--- src/rtl/button_pkg.sv ---
// Shared types and sizing helpers for the button conditioner bank.
package button_pkg;

    typedef enum logic [1:0] {
        S_IDLE   = 2'd0,
        S_HELD   = 2'd1,
        S_REPEAT = 2'd2
    } btn_state_t;

    // Bits needed to hold 0..max_val; never narrower than one bit.
    function automatic int unsigned cnt_w(input int unsigned max_val);
        return (max_val == 0) ? 32'd1 : 32'($clog2(max_val + 1));
    endfunction

endpackage

--- src/rtl/button_channel.sv ---
// One button channel: two-flop synchroniser, debounce counter and a press/release/repeat
// event FSM producing a registered one-cycle pulse.
module button_channel
    import button_pkg::*;
#(
    parameter int unsigned DEBOUNCE_CYC = 16,
    parameter bit          FIRE_ON_REL  = 1'b0,
    parameter int unsigned REPEAT_DELAY = 0,
    parameter int unsigned REPEAT_RATE  = 1
) (
    input  logic clk,
    input  logic reset,
    input  logic btn,
    input  logic repeat_en,
    output logic level,
    output logic pulse
);

    localparam int unsigned CNT_W    = cnt_w(DEBOUNCE_CYC);
    localparam int unsigned RCNT_MAX = (REPEAT_DELAY > REPEAT_RATE) ? REPEAT_DELAY : REPEAT_RATE;
    localparam int unsigned RCNT_W   = cnt_w(RCNT_MAX);
    localparam bit          REPEAT_ON = (REPEAT_DELAY != 0) && !FIRE_ON_REL;

    localparam logic [CNT_W-1:0]  CNT_LAST = CNT_W'(DEBOUNCE_CYC - 1);
    localparam logic [RCNT_W-1:0] R_DELAY  = RCNT_W'(REPEAT_DELAY);
    localparam logic [RCNT_W-1:0] R_RATE   = RCNT_W'(REPEAT_RATE);

    logic              sync1;
    logic              sync2;
    logic [CNT_W-1:0]  cnt;
    btn_state_t        state;
    btn_state_t        state_next;
    logic [RCNT_W-1:0] rcnt;
    logic [RCNT_W-1:0] rcnt_next;
    logic              pulse_next;

    // Two-flop synchroniser for the asynchronous pin.
    always_ff @(posedge clk) begin
        if (reset) begin
            sync1 <= 1'b0;
            sync2 <= 1'b0;
        end else begin
            sync1 <= btn;
            sync2 <= sync1;
        end
    end

    // Accept a new level only after DEBOUNCE_CYC consecutive disagreeing samples.
    always_ff @(posedge clk) begin
        if (reset) begin
            cnt   <= '0;
            level <= 1'b0;
        end else if (sync2 == level) begin
            cnt <= '0;
        end else if (cnt == CNT_LAST) begin
            level <= sync2;
            cnt   <= '0;
        end else if (cnt != '1) begin
            cnt <= cnt + CNT_W'(1);
        end
    end

    // Event FSM registers; the pulse is registered alongside the state.
    always_ff @(posedge clk) begin
        if (reset) begin
            state <= S_IDLE;
            rcnt  <= '0;
            pulse <= 1'b0;
        end else begin
            state <= state_next;
            rcnt  <= rcnt_next;
            pulse <= pulse_next;
        end
    end

    always_comb begin
        state_next = state;
        rcnt_next  = rcnt;
        pulse_next = 1'b0;
        case (state)
            S_IDLE: begin
                rcnt_next = '0;
                if (level) begin
                    state_next = S_HELD;
                    pulse_next = !FIRE_ON_REL;
                end
            end
            S_HELD: begin
                if (!level) begin
                    state_next = S_IDLE;
                    pulse_next = FIRE_ON_REL;
                    rcnt_next  = '0;
                end else if (!REPEAT_ON || !repeat_en) begin
                    rcnt_next = '0;
                end else if (rcnt == R_DELAY) begin
                    state_next = S_REPEAT;
                    pulse_next = 1'b1;
                    rcnt_next  = '0;
                end else if (rcnt != '1) begin
                    rcnt_next = rcnt + RCNT_W'(1);
                end
            end
            S_REPEAT: begin
                // A release ends repeating silently; dropping repeat_en rearms the full delay.
                if (!level) begin
                    state_next = S_IDLE;
                    rcnt_next  = '0;
                end else if (!repeat_en) begin
                    state_next = S_HELD;
                    rcnt_next  = '0;
                end else if (rcnt == R_RATE) begin
                    pulse_next = 1'b1;
                    rcnt_next  = '0;
                end else if (rcnt != '1) begin
                    rcnt_next = rcnt + RCNT_W'(1);
                end
            end
            default: begin
                state_next = S_IDLE;
                rcnt_next  = '0;
            end
        endcase
    end

endmodule

--- src/rtl/button_pulse_bank.sv ---
// Bank of independent button conditioners turning raw bouncy levels into clean
// debounced levels and one-cycle event pulses.
module button_pulse_bank
    import button_pkg::*;
#(
    parameter int unsigned      N_BTN        = 4,
    parameter int unsigned      DEBOUNCE_CYC = 16,
    parameter logic [N_BTN-1:0] FIRE_ON_REL  = '0,
    parameter int unsigned      REPEAT_DELAY = 0,
    parameter int unsigned      REPEAT_RATE  = 1
) (
    input  logic             clk,
    input  logic             reset,
    input  logic [N_BTN-1:0] btn_in,
    input  logic             repeat_en,
    output logic [N_BTN-1:0] btn_level,
    output logic [N_BTN-1:0] btn_pulse
);

    // Each channel gets its own press/release mode bit.
    for (genvar i = 0; i < int'(N_BTN); i++) begin : g_ch
        button_channel #(
            .DEBOUNCE_CYC (DEBOUNCE_CYC),
            .FIRE_ON_REL  (FIRE_ON_REL[i]),
            .REPEAT_DELAY (REPEAT_DELAY),
            .REPEAT_RATE  (REPEAT_RATE)
        ) u_ch (
            .clk       (clk),
            .reset     (reset),
            .btn       (btn_in[i]),
            .repeat_en (repeat_en),
            .level     (btn_level[i]),
            .pulse     (btn_pulse[i])
        );
    end

endmodule

--- config.mk ---
export PLATFORM = sky130hd
export DESIGN_NAME = button_pulse_bank
export DESIGN_NICKNAME = d
export VERILOG_FILES = /design/src/rtl/button_pkg.sv /design/src/rtl/button_channel.sv /design/src/rtl/button_pulse_bank.sv
export SDC_FILE = /design/constraint.sdc
export NUM_CORES = 1
export LEC_CHECK = 0
export ABC_AREA = 1
export CAP_MARGIN = 20
export CORE_MARGIN = 5
export CORE_UTILIZATION = 56
export CTS_CLUSTER_DIAMETER = 100
export DETAILED_ROUTE_END_ITERATION = 7
export MAX_ROUTING_LAYER = met4
export PLACE_DENSITY_LB_ADDON = 0.2
export SYNTH_ARGS = -nofsm -noshare
export SYNTH_HDL_FRONTEND = slang
export SYNTH_SLANG_ARGS = --single-unit
--- constraint.sdc ---
create_clock -name clk -period 2.3 [get_ports clk]
set_input_delay 0.46 -clock clk [delete_from_list [all_inputs] [get_ports clk]]
set_output_delay 0.46 -clock clk [all_outputs]
set_load 0.05 [all_outputs]
==> results of run 1 <==
==> layout make-up <==
type,instances,area share
Timing Repair Buffer,15,0.0763
Inverter,40,0.0789
Sequential cell,40,0.421
Multi-Input combinational cell,132,0.371
Clock buffer,8,0.0309
Tap cell,33,0.0217
==> per-layer routing <==
metal,share of wire,wire length (um)
met2,0.41,950
met5,0,0
met1,0.51,1190
met3,0.051,119
met4,0.031,72
==> how the worst max path moves through the flow <==
stage / start / endpoint / slack [ns] / cells past startpoint
after global placement: reset / g_ch[3].u_ch.cnt[3] / 0.59 / 6
after detailed placement: reset / g_ch[3].u_ch.cnt[3] / 0.58 / 6
after floorplan: g_ch[2].u_ch.cnt[0] / g_ch[2].u_ch.cnt[3] / 0.93 / 7
after CTS: g_ch[3].u_ch.level / btn_level[3] / 0.23 / 1
after global routing: g_ch[2].u_ch.level / btn_level[2] / 0.14 / 1
final: g_ch[1].u_ch.level / btn_level[1] / 0.24 / 1
==> registers in the layout (all words and copies together) (netlist names) <==
signal,cells
g_ch.u_ch.sync1,4
g_ch.u_ch.pulse,4
g_ch.u_ch.sync2,4
g_ch.u_ch.level,4
g_ch.u_ch.state,4
g_ch.u_ch.cnt,20
==> cells in the mapped netlist (all sizes together) <==
master / n / share of area
nand2: 28 / 0.061
inv: 40 / 0.086
a21oi: 8 / 0.023
ha: 12 / 0.086
dfxtp: 40 / 0.46
clkbuf: 2 / 0.0058
nor2: 56 / 0.13
a21boi: 4 / 0.017
nand3: 4 / 0.012
xor2: 6 / 0.030
a211oi: 4 / 0.017
nand3b: 2 / 0.0086
o21ai: 2 / 0.0058
and3: 2 / 0.0072
nor3: 4 / 0.012
buf: 10 / 0.040
==> power by group through the flow <==
stage / registers [mW] / clock network [mW] / logic, mW
floorplan: 0.721 / 0 / 0.0246
global placement: 0.721 / 0 / 0.0388
detailed placement: 0.722 / 0 / 0.0396
CTS: 0.706 / 0.381 / 0.0397
global route: 0.707 / 0.413 / 0.0458
finish: 0.706 / 0.368 / 0.0392
==> cells by family (layout without fill, tap and decap cells) <==
group	after synthesis	in the layout	synth area share
AO/OA/AOI/OAI	18	18	0.0634
XOR/XNOR	6	6	0.0303
adder cells (fa/ha/maj)	12	12	0.0865
buffers and inverters	52	63	0.133
flip-flops	40	40	0.461
AND/OR/NAND/NOR	96	96	0.226
==> impl_metrics.sql, run 1 <==
INSERT INTO impl_metrics (metric_group, metric, value, unit) VALUES
('finish', 'combined_area_of_the_multi_input_logic_cells', '706', 'um^2'),
('finish', 'design_area', '1900', 'um^2'),
('drt', 'detailroute.via_count', '1222', ''),
('placed_design', 'routabilityCongestion', '0.762', ''),
('yosys', 'synth.avg_cell_area', '7.75', 'um^2'),
('clocking', 'cts_resized', '0', ''),
('yosys', 'sequential_to_total_area_share_from_yosys_stat', '0.461', ''),
('finish', 'n_fill_cell', '270', ''),
('finish', 'layout.cells.non_filler', '268', ''),
('worst_setup_path', 'path_max_fanout', '5', ''),
('placed_design', 'placement.io_buffers', '13', ''),
('yosys', 'synthesis.nets', '243', ''),
('sta', 'maxClockFrequency', '0.486', 'GHz'),
('yosys', 'ys_warn_count', '0', ''),
('finish', 'seqCellArea', '801', 'um^2'),
('sta', 'fin_ws', '0.243', 'ns'),
('sta', 'final_min_period_over_clock_period', '0.894', ''),
('floorplan', 'initial_utilization', '0.578', ''),
('finish', 'antennaDiodeCount', '0', ''),
('power_and_ir_drop', 'power.density_cell_area', '585', 'nW/um^2'),
('drt', 'post_drt_via_cell_ratio', '4.56', ''),
('global_routing', 'grt.busiest_layer', 'met2', ''),
('worst_setup_path', 'timing.critical_path.max_delay_family', 'buffers and inverters', ''),
('floorplan', 'die_extent_in_y', '65.7', 'um'),
('placed_design', 'detailedPlace.worstSlack', '0.580', 'ns'),
('placed_design', 'detailed_place_hpwl', '1680', 'um'),
('placed_design', 'place_inst', '260', ''),
('placed_design', 'placed_area', '1840', 'um^2'),
('clocking', 'post_cts_buffers', '0', ''),
('sta', 'fin_tns_setup', '0', 'ns'),
('clocking', 'cts_root_buf', 'sky130_fd_sc_hd__clkbuf_4', ''),
('flow_run', 'timing.max_cap.violations', '0', ''),
('worst_setup_path', 'reg2reg_from', 'g_ch[2].u_ch.cnt[0]', ''),
('min_path', 'holdPathStages', '1', ''),
('drt', 'drc_errors', '0', ''),
('sta', 'worst_pin_slew', '0.499', 'ns'),
('power_and_ir_drop', 'leakagePower', '0.864', 'nW'),
('power_and_ir_drop', 'switching_share', '0.218', ''),
('yosys', 'netlist-cell-type-count', '19', ''),
('worst_setup_path', 'cp_slowest_cell', 'sky130_fd_sc_hd__clkdlybuf4s50_1', ''),
('global_routing', 'gr-usage-all-layers', '0.139', ''),
('clocking', 'cts-htree-levels', '2', ''),
('yosys', 'synthesis.instances', '224', ''),
('global_routing', 'overflow', '0', ''),
('global_routing', 'gr-usage-met1', '0.168', ''),
('floorplan', 'die-width', '65.7', 'um'),
('sta', 'final-max-slew-violation-count', '0', ''),
('drt', 'totalWireLength', '2330', 'um'),
('power_and_ir_drop', 'max-vdd-ir-drop', '0.000313', 'V'),
('sta', 'final.setup_skew', '0.00689', 'ns'),
('sta', 'remaining_max_slew_budget_at_the_tightest_pin', '0.666', ''),
('clocking', 'cts_max_path_buffers', '2', ''),
('power_and_ir_drop', 'share_comb_of_total_power', '0.035', ''),
('global_routing', 'antenna_found_initial', '0', ''),
('clocking', 'cts_num_sinks', '40', ''),
('global_routing', 'global_route.usage.met2', '0.202', ''),
('floorplan', 'placement_rows', '20', ''),
('power_and_ir_drop', 'pwr-share-seq', '0.634', ''),
('drt', 'drtIter0Drc', '80', ''),
('finish', 'layout.core_utilization', '0.633', ''),
('worst_setup_path', 'cp_slowest_stage_delay', '0.83', 'ns'),
('status', 'run_status', 'completed', ''),
('finish', 'nets', '253', ''),
('yosys', 'mappedNetlistArea', '1740', 'um^2'),
('floorplan', 'die_area', '4320', 'um^2'),
('yosys', 'ys_seq_elements', '40', ''),
('min_path', 'hold-path-endpoint', 'g_ch[1].u_ch.pulse', ''),
('worst_setup_path', 'end_kind', 'output pin', ''),
('worst_setup_path', 'worst-r2r-setup-slack', '0.80', 'ns'),
('sta', 'setup_viol', '0', ''),
('worst_setup_path', 'crit_path_buffers_inverters', '1', '');
Power figures use the tool's default switching activity.
==> inputs of run 2 (changes only) <==
--- a/config.mk
+++ b/config.mk
@@ -9,7 +9,7 @@
 export CAP_MARGIN = 20
 export CORE_MARGIN = 5
 export CORE_UTILIZATION = 56
-export CTS_CLUSTER_DIAMETER = 100
+export CTS_CLUSTER_SIZE = 10
 export DETAILED_ROUTE_END_ITERATION = 7
 export MAX_ROUTING_LAYER = met4
 export PLACE_DENSITY_LB_ADDON = 0.2
==> results of run 2 <==
Same layout as run 1: the final DEF is identical, and so are final timing and power.
